**src/rtl/lsu_pkg.sv**
```systemverilog
// -----------------------------------------------------------------------------
// lsu_pkg
// Shared definitions for the load/store unit: RV32 load/store width codes,
// the controller state enum and small decode helpers.
// Optional feature macro: LSU_MISALIGN_SPLIT_EN (used by lsu_ctrl).
// -----------------------------------------------------------------------------
package lsu_pkg;

    localparam logic [2:0] F3_B  = 3'd0;
    localparam logic [2:0] F3_H  = 3'd1;
    localparam logic [2:0] F3_W  = 3'd2;
    localparam logic [2:0] F3_BU = 3'd4;
    localparam logic [2:0] F3_HU = 3'd5;

    typedef enum logic [1:0] {
        IDLE = 2'd0,
        ACC0 = 2'd1,
        ACC1 = 2'd2,
        DONE = 2'd3
    } lsu_state_t;

    // Access size in bytes; low two funct3 bits carry the width for all
    // legal codes (B/BU -> 1, H/HU -> 2, W -> 4).
    function automatic logic [2:0] access_size(input logic [2:0] funct3);
        case (funct3[1:0])
            2'd0:    return 3'd1;
            2'd1:    return 3'd2;
            default: return 3'd4;
        endcase
    endfunction

    // Stores only have B/H/W; loads additionally have BU/HU.
    function automatic logic funct3_illegal(input logic store, input logic [2:0] funct3);
        if (store) begin
            return funct3 > F3_W;
        end
        return (funct3 == 3'd3) || (funct3 == 3'd6) || (funct3 == 3'd7);
    endfunction

    // True when the byte offset is not a multiple of the access size.
    function automatic logic misaligned(input logic [2:0] funct3, input logic [1:0] off);
        case (funct3[1:0])
            2'd0:    return 1'b0;
            2'd1:    return off[0];
            default: return |off;
        endcase
    endfunction

endpackage

```
**src/rtl/lsu_ctrl_if.sv**
```systemverilog
// -----------------------------------------------------------------------------
// lsu_ctrl_if
// Bundles the request/response handshake and the data-RAM access port of the
// load/store unit.
//   master : the side that issues requests, consumes responses and models
//            the RAM (drives req_*, resp_ready, dram_dout)
//   slave  : the load/store unit itself (drives req_ready, resp_*, dram_*)
// -----------------------------------------------------------------------------
interface lsu_ctrl_if #(
    parameter int AW = 32,
    parameter int DW = 32
);
    logic          req_valid;
    logic          req_ready;
    logic          req_store;
    logic [2:0]    req_funct3;
    logic [AW-1:0] req_addr;
    logic [DW-1:0] req_wdata;

    logic          resp_valid;
    logic          resp_ready;
    logic [DW-1:0] resp_rdata;
    logic          resp_err;

    logic [AW-1:0] dram_addr;
    logic [DW-1:0] dram_wdat;
    logic          dram_we;
    logic [3:0]    dram_we_byte;
    logic          dram_rd;
    logic [DW-1:0] dram_dout;

    modport master (
        output req_valid, req_store, req_funct3, req_addr, req_wdata,
        output resp_ready, dram_dout,
        input  req_ready, resp_valid, resp_rdata, resp_err,
        input  dram_addr, dram_wdat, dram_we, dram_we_byte, dram_rd
    );

    modport slave (
        input  req_valid, req_store, req_funct3, req_addr, req_wdata,
        input  resp_ready, dram_dout,
        output req_ready, resp_valid, resp_rdata, resp_err,
        output dram_addr, dram_wdat, dram_we, dram_we_byte, dram_rd
    );
endinterface

```
**src/rtl/lsu_align.sv**
```systemverilog
// -----------------------------------------------------------------------------
// lsu_align
// Combinational byte-lane alignment for the load/store unit.
//   funct3    in  3   width/sign code
//   off       in  2   byte offset inside the first word
//   wdata     in  32  LSB-justified store data
//   hi, lo    in  32  second / first RAM word of a load
//   lane_mask out 8   byte enables over two consecutive words
//   wdata_sh  out 64  store data moved onto its byte lanes
//   rdata_ext out 32  load result, shifted down and sign/zero extended
// -----------------------------------------------------------------------------
module lsu_align (
    input  logic [2:0]  funct3,
    input  logic [1:0]  off,
    input  logic [31:0] wdata,
    input  logic [31:0] hi,
    input  logic [31:0] lo,
    output logic [7:0]  lane_mask,
    output logic [63:0] wdata_sh,
    output logic [31:0] rdata_ext
);
    import lsu_pkg::*;

    logic [4:0]  bit_off;
    logic [7:0]  base_mask;
    logic [31:0] rdata_w;

    assign bit_off = {off, 3'b000};

    always_comb begin
        case (access_size(funct3))
            3'd1:    base_mask = 8'h01;
            3'd2:    base_mask = 8'h03;
            default: base_mask = 8'h0F;
        endcase
    end

    assign lane_mask = base_mask << off;
    assign wdata_sh  = {32'd0, wdata} << bit_off;
    // Only the low word of the realigned pair is ever needed.
    assign rdata_w   = 32'({hi, lo} >> bit_off);

    always_comb begin
        case (funct3)
            F3_B:    rdata_ext = {{24{rdata_w[7]}}, rdata_w[7:0]};
            F3_H:    rdata_ext = {{16{rdata_w[15]}}, rdata_w[15:0]};
            F3_BU:   rdata_ext = {24'd0, rdata_w[7:0]};
            F3_HU:   rdata_ext = {16'd0, rdata_w[15:0]};
            default: rdata_ext = rdata_w;
        endcase
    end
endmodule

```
**src/rtl/lsu_ctrl.sv**
```systemverilog
// -----------------------------------------------------------------------------
// lsu_ctrl
// Load/store unit in front of the data RAM. Accepts one request at a time,
// performs one or two word accesses, and returns a registered, extended load
// result (0 for stores) with an error flag.
//   clk  in   clock, rising edge
//   rst  in   synchronous active-high reset
//   bus  slave modport of lsu_ctrl_if:
//        req_valid/req_ready/req_store/req_funct3/req_addr/req_wdata
//        resp_valid/resp_ready/resp_rdata/resp_err
//        dram_addr/dram_wdat/dram_we/dram_we_byte/dram_rd/dram_dout
// Optional feature: define LSU_MISALIGN_SPLIT_EN to split word-crossing
// accesses into two word accesses; without it any access whose offset is not
// a multiple of its size is rejected with resp_err.
// -----------------------------------------------------------------------------
module lsu_ctrl #(
    parameter int AW = 32,
    parameter int DW = 32
) (
    input logic       clk,
    input logic       rst,
    lsu_ctrl_if.slave bus
);
    import lsu_pkg::*;

    lsu_state_t    state_q, state_d;
    logic          store_q, store_d;
    logic [2:0]    f3_q, f3_d;
    logic [AW-1:0] addr_q, addr_d;
    logic [DW-1:0] wdata_q, wdata_d;
    logic [DW-1:0] lo_q, lo_d;
    logic          resp_valid_q, resp_valid_d;
    logic [DW-1:0] rdata_q, rdata_d;
    logic          err_q, err_d;

    logic [7:0]    lane_mask;
    logic [63:0]   wdata_sh;
    logic [31:0]   rdata_ext;
    logic [31:0]   align_hi;
    logic [31:0]   align_lo;
    logic [AW-1:0] word_addr;
    logic          crossing;
    logic          req_reject;

    // While a RAM read is in flight the live RAM output feeds the aligner so
    // the result can be registered on the same edge that ends the access.
    assign align_lo  = (state_q == ACC0) ? bus.dram_dout : lo_q;
    assign align_hi  = (state_q == ACC1) ? bus.dram_dout : '0;
    assign word_addr = {addr_q[AW-1:2], 2'b00};

    lsu_align u_align (
        .funct3    (f3_q),
        .off       (addr_q[1:0]),
        .wdata     (wdata_q),
        .hi        (align_hi),
        .lo        (align_lo),
        .lane_mask (lane_mask),
        .wdata_sh  (wdata_sh),
        .rdata_ext (rdata_ext)
    );

`ifdef LSU_MISALIGN_SPLIT_EN
    assign crossing   = |lane_mask[7:4];
    assign req_reject = funct3_illegal(bus.req_store, bus.req_funct3);
`else
    assign crossing   = 1'b0;
    assign req_reject = funct3_illegal(bus.req_store, bus.req_funct3) ||
                        misaligned(bus.req_funct3, bus.req_addr[1:0]);
`endif

    always_comb begin
        state_d      = state_q;
        store_d      = store_q;
        f3_d         = f3_q;
        addr_d       = addr_q;
        wdata_d      = wdata_q;
        lo_d         = lo_q;
        resp_valid_d = resp_valid_q;
        rdata_d      = rdata_q;
        err_d        = err_q;
        case (state_q)
            IDLE: begin
                if (bus.req_valid) begin
                    store_d = bus.req_store;
                    f3_d    = bus.req_funct3;
                    addr_d  = bus.req_addr;
                    wdata_d = bus.req_wdata;
                    if (req_reject) begin
                        state_d      = DONE;
                        resp_valid_d = 1'b1;
                        err_d        = 1'b1;
                        rdata_d      = '0;
                    end else begin
                        state_d = ACC0;
                    end
                end
            end
            ACC0, ACC1: begin
                if (state_q == ACC0) begin
                    lo_d = bus.dram_dout;
                end
                if ((state_q == ACC0) && crossing) begin
                    state_d = ACC1;
                end else begin
                    state_d      = DONE;
                    resp_valid_d = 1'b1;
                    err_d        = 1'b0;
                    rdata_d      = store_q ? '0 : rdata_ext;
                end
            end
            DONE: begin
                if (bus.resp_ready) begin
                    state_d      = IDLE;
                    resp_valid_d = 1'b0;
                end
            end
            default: state_d = IDLE;
        endcase
    end

    // Request fields and the low read word carry no reset; they are only
    // consumed after a handshake has written them.
    always_ff @(posedge clk) begin
        if (rst) begin
            state_q      <= IDLE;
            resp_valid_q <= 1'b0;
            rdata_q      <= '0;
            err_q        <= 1'b0;
        end else begin
            state_q      <= state_d;
            resp_valid_q <= resp_valid_d;
            rdata_q      <= rdata_d;
            err_q        <= err_d;
        end
        store_q <= store_d;
        f3_q    <= f3_d;
        addr_q  <= addr_d;
        wdata_q <= wdata_d;
        lo_q    <= lo_d;
    end

    // RAM port decode. Reset masks the strobes immediately so an access
    // cycle that coincides with reset never reaches the RAM.
    always_comb begin
        bus.dram_addr    = '0;
        bus.dram_wdat    = '0;
        bus.dram_we      = 1'b0;
        bus.dram_we_byte = 4'd0;
        bus.dram_rd      = 1'b0;
        if (!rst) begin
            case (state_q)
                ACC0: begin
                    bus.dram_addr = word_addr;
                    if (store_q) begin
                        bus.dram_we      = 1'b1;
                        bus.dram_we_byte = lane_mask[3:0];
                        bus.dram_wdat    = wdata_sh[31:0];
                    end else begin
                        bus.dram_rd = 1'b1;
                    end
                end
                ACC1: begin
                    bus.dram_addr = word_addr + AW'(4);
                    if (store_q) begin
                        bus.dram_we      = 1'b1;
                        bus.dram_we_byte = lane_mask[7:4];
                        bus.dram_wdat    = wdata_sh[63:32];
                    end else begin
                        bus.dram_rd = 1'b1;
                    end
                end
                default: ;
            endcase
        end
    end

    assign bus.req_ready  = (state_q == IDLE);
    assign bus.resp_valid = resp_valid_q;
    assign bus.resp_rdata = rdata_q;
    assign bus.resp_err   = err_q;
endmodule

```
**src/flat_wrapper.sv**
```systemverilog
// flat-port wrapper written by rule: the top's interface ports become plain ports
module lsu_ctrl_flat import lsu_pkg::*;
#(
    parameter int AW = 32,
    parameter int DW = 32
)
  (clk, rst, bus_req_valid, bus_req_store, bus_req_funct3, bus_req_addr, bus_req_wdata, bus_resp_ready, bus_dram_dout, bus_req_ready, bus_resp_valid, bus_resp_rdata, bus_resp_err, bus_dram_addr, bus_dram_wdat, bus_dram_we, bus_dram_we_byte, bus_dram_rd);
  lsu_ctrl_if #(.AW(AW), .DW(DW)) bus_i ();
  input logic clk;
  input logic rst;
  input wire logic [$bits(bus_i.req_valid)-1:0] bus_req_valid;
  input wire logic [$bits(bus_i.req_store)-1:0] bus_req_store;
  input wire logic [$bits(bus_i.req_funct3)-1:0] bus_req_funct3;
  input wire logic [$bits(bus_i.req_addr)-1:0] bus_req_addr;
  input wire logic [$bits(bus_i.req_wdata)-1:0] bus_req_wdata;
  input wire logic [$bits(bus_i.resp_ready)-1:0] bus_resp_ready;
  input wire logic [$bits(bus_i.dram_dout)-1:0] bus_dram_dout;
  output wire logic [$bits(bus_i.req_ready)-1:0] bus_req_ready;
  output wire logic [$bits(bus_i.resp_valid)-1:0] bus_resp_valid;
  output wire logic [$bits(bus_i.resp_rdata)-1:0] bus_resp_rdata;
  output wire logic [$bits(bus_i.resp_err)-1:0] bus_resp_err;
  output wire logic [$bits(bus_i.dram_addr)-1:0] bus_dram_addr;
  output wire logic [$bits(bus_i.dram_wdat)-1:0] bus_dram_wdat;
  output wire logic [$bits(bus_i.dram_we)-1:0] bus_dram_we;
  output wire logic [$bits(bus_i.dram_we_byte)-1:0] bus_dram_we_byte;
  output wire logic [$bits(bus_i.dram_rd)-1:0] bus_dram_rd;
  assign bus_i.req_valid = bus_req_valid;
  assign bus_i.req_store = bus_req_store;
  assign bus_i.req_funct3 = bus_req_funct3;
  assign bus_i.req_addr = bus_req_addr;
  assign bus_i.req_wdata = bus_req_wdata;
  assign bus_i.resp_ready = bus_resp_ready;
  assign bus_i.dram_dout = bus_dram_dout;
  assign bus_req_ready = bus_i.req_ready;
  assign bus_resp_valid = bus_i.resp_valid;
  assign bus_resp_rdata = bus_i.resp_rdata;
  assign bus_resp_err = bus_i.resp_err;
  assign bus_dram_addr = bus_i.dram_addr;
  assign bus_dram_wdat = bus_i.dram_wdat;
  assign bus_dram_we = bus_i.dram_we;
  assign bus_dram_we_byte = bus_i.dram_we_byte;
  assign bus_dram_rd = bus_i.dram_rd;
  lsu_ctrl #(.AW(AW), .DW(DW)) u_core (.clk(clk), .rst(rst), .bus(bus_i));
endmodule
```
**config.mk**
```make
export PLATFORM = sky130hd
export DESIGN_NAME = lsu_ctrl_flat
export DESIGN_NICKNAME = d
export VERILOG_FILES = /design/src/rtl/lsu_pkg.sv /design/src/rtl/lsu_ctrl_if.sv /design/src/rtl/lsu_align.sv /design/src/rtl/lsu_ctrl.sv /design/src/flat_wrapper.sv
export SDC_FILE = /design/constraint.sdc
export NUM_CORES = 1
export LEC_CHECK = 0
export CAP_MARGIN = 20
export CORE_MARGIN = 4
export CORE_UTILIZATION = 49
export DETAILED_ROUTE_END_ITERATION = 7
export PLACE_DENSITY = 0.86
export SLEW_MARGIN = 10
export SYNTH_ARGS = -nofsm -noshare
export SYNTH_HDL_FRONTEND = slang
export SYNTH_SLANG_ARGS = --single-unit
```
**constraint.sdc**
```tcl
create_clock -name clk -period 4.1 [get_ports clk]
set_clock_uncertainty 0.05 [all_clocks]
set_input_delay 0.82 -clock clk [delete_from_list [all_inputs] [get_ports clk]]
set_output_delay 0.82 -clock clk [all_outputs]
set_load 0.01 [all_outputs]
```
==> metrics.yaml <==
yosys:
  netlist.area_leader.share_pct: 38.59
  ys_dominant_reg_cell: "edfxtp_1"
  yosysWarningCount: 0
  synth-simple-area-share_pct: 12.43
  synth_top_family_by_area: "compound AO/OA/AOI/OAI gates"
  ys_seq_area_share_pct: 47.85
  synth_edf_count: 100
  yosysMostFrequentCell: "edfxtp_1"
  synth_mux_area_share_pct: 14.84
  syn_inst: 770
  synth_fa_ha_area_share_pct: 0.9648
  async_flop_share_pct: 0
  yosysTopAreaCell: "edfxtp_1"
  synth-compound-area-share_pct: 18.52
  ys_top_cells_by_area: "edfxtp_1 39%, dfxtp_1 9.3%, mux2i_1 7.5%"
  post_synth_num_cell_types: 53
  synthXorXnorAreaFrac_pct: 0
  synth.avg_cell_area_um2: 10.11
  syn-cell-area_um2: 7781
  synth_seq_cells: 136
  synth_commonest_cells: "100 x edfxtp_1, 70 x o21ai_0, 66 x nand2_1"
worst_setup_path:
  cp.required_ns: 3.23
  critPathLaunchType: "flop"
  path_class: "reg -> out"
  crit_path_start: "u_core.addr_q[0]"
  r2r_slack_ns: 0.93
  rr_startpoint: "u_core.addr_q[0]"
  arrival_ns: 3.06
  crit_path_end_kind: "output pin"
  cp_max_fo: 20
route:
  detail-route-antenna-nets: 0
  drt_first_pass_iters: 6
  wl_um: 23790
  drt-initial-drc-count: 719
  drc: 0
  wl_per_cell_um: 19.91
  viasPerCell: 5.998
  vias: 7168
finish:
  drive_gt1_share_pct: 12.09
  nFillCells: 1126
  fin_nets: 1081
  seqCellArea_um2: 3724
  stdcell_count: 1195
  multi_input_area_um2: 3655
  post-route-util_pct: 69.59
  syn_to_final_growth_pct: 37.47
  antennaDiodeCount: 0
grt:
  gr-total-overflow: 0
  grt_max_degree: 70
  grt_usage_pct: 25.95
  grt_pass1_wl_um: 36920
  antenna_found_initial: 0
  grt_pass1_vias: 6994
sta:
  hold_violations: 0
  rsz0062_at_grt: "false"
  fmax_mhz: 254.5
  fin_crit_sh_pct: 95.85
  slew_headroom_pct: 38.46
  setup_viol: 0
  tightest_slew_ns: 0.9231
  fin_tns_setup_ns: 0
  period_minus_slack_ns: 3.930
  drv_slew: 0
cts:
  cts_htree_levels: 4
  path_clk_slew_ns: 0.06
  cts_buffers: 17
  cts_tree: "yes"
  clock_sinks: 136
  clk_latency_ns: 0.42
  clockBufferDepth: 2
  cts_root_buf: "clkbuf_16"
pwr:
  leakage_uw: 0.003829
  p_total_uw: 5015
  peakVddDrop_mv: 0.2996
  p_per_area_nw_per_um2: 468.8
floorplanning:
  rows: 45
  start_util_pct: 50.62
  io_pins: 209
  die_h_um: 134.0
  die_w_um: 134.0
  core-area_um2: 15370
  die-area_um2: 17960
place:
  dpl.cell_count: 1161
  dpl.hpwl_um: 16560
  numPortBuffers: 206
  place_congestion: 0.8372
worst_hold_path:
  min_path_type: "reg -> reg"
  hp-start: "u_core.bus.resp_rdata[25]"
run_status:
  outcome: "finished clean"
job:
  cap_violations: 0
## final timing paths
check / end / depth (start not counted)
worst min-delay path: u_core.bus.resp_rdata[25] / 2
worst max-delay path: bus_dram_wdat[31] / 6
worst min register to register: u_core.bus.resp_rdata[25] / 2
worst max register to register: u_core.bus.resp_rdata[20] / 6
## sequential cells by signal, indices dropped and copies added (netlist names)
signal                 cells
u_core.bus.resp_rdata     32
u_core.state_q             2
u_core.wdata_q            32
u_core.f3_q                3
u_core.lo_q               32
u_core.addr_q             32
u_core.bus.resp_err        1
u_core.bus.resp_valid      1
u_core.store_q             1
## logic make-up after synthesis
logic type | Yosys count
compound gates | 234
simple gates | 199
flops | 136
mux | 100
buf+inv | 94
fa+ha+maj | 6
other cells | 1
## worst max-delay path: stages, from the launching register on
cell	delay, ns
edfxtp_1	0.69
buf_4	0.38
mux2i_1	0.15
and2_1	0.17
a2111oi_0	0.48
buf_4	0.21
clkdlybuf4s50_1	0.55
## cells in the final DEF (no fill, tap or decap), types with 10 or more instances in the layout
cell,synthesis,final
nor2_1,50,50
clkdlybuf4s50_1,0,206
buf_4,12,32
nand4_1,10,10
nand2b_1,11,11
a31oi_1,16,16
clkbuf_16,0,21
o21ai_0,70,70
edfxtp_1,100,100
a21oi_1,62,62
mux2_2,33,33
inv_1,36,35
and2_1,16,15
a211oi_1,10,10
mux2i_1,58,58
nand2_1,66,66
dfxtp_1,36,36
o21ai_1,12,12
## power by group
part	internal (uW)	switching [uW]	leakage, uW
registers	1810	134	0.00124
clock network	950	586	0.000307
logic	692	841	0.00228
## per-stage QoR
| stage | worst slack [ns] | hold slack, ns | cell area, um^2 |
|---|---|---|---|
| finish | 0.1702 | 0.3934 | 10700 |
| global route | 0.01993 | 0.4208 | 10700 |
| CTS | 0.1333 | 0.3975 | 10680 |
| detailed placement | 0.2383 | 0.3895 | 10070 |
| global placement | 0.2612 | 0.3827 | 10070 |
| floorplan | 0.6004 | 0.4195 | 7785 |
## cell type report
cell class / count / area share (%)
multi-input combinational: 541 / 34.17
tap: 211 / 2.468
inverter: 37 / 1.333
clock inverter: 8 / 0.4913
sequential: 136 / 34.81
clock buffer: 24 / 5.205
timing repair buffer: 238 / 21.52
## per-layer routing
metal	part of all wire [%]	wire (um)	GRT usage [%]
met1	39	9253	32.05
met2	48	11480	43.46
met3	9.7	2318	6.939
met4	3.1	741	10.35
met5	0	0	0
## timing repair
item / in CTS / in global routing
endpoints found under the setup margin: 0 / 2
gates resized for setup: 0 / 1
hold buffers: 0 / 0
buffers inserted: 0 / 2
Note: power is estimated with default switching activity, not from simulation.
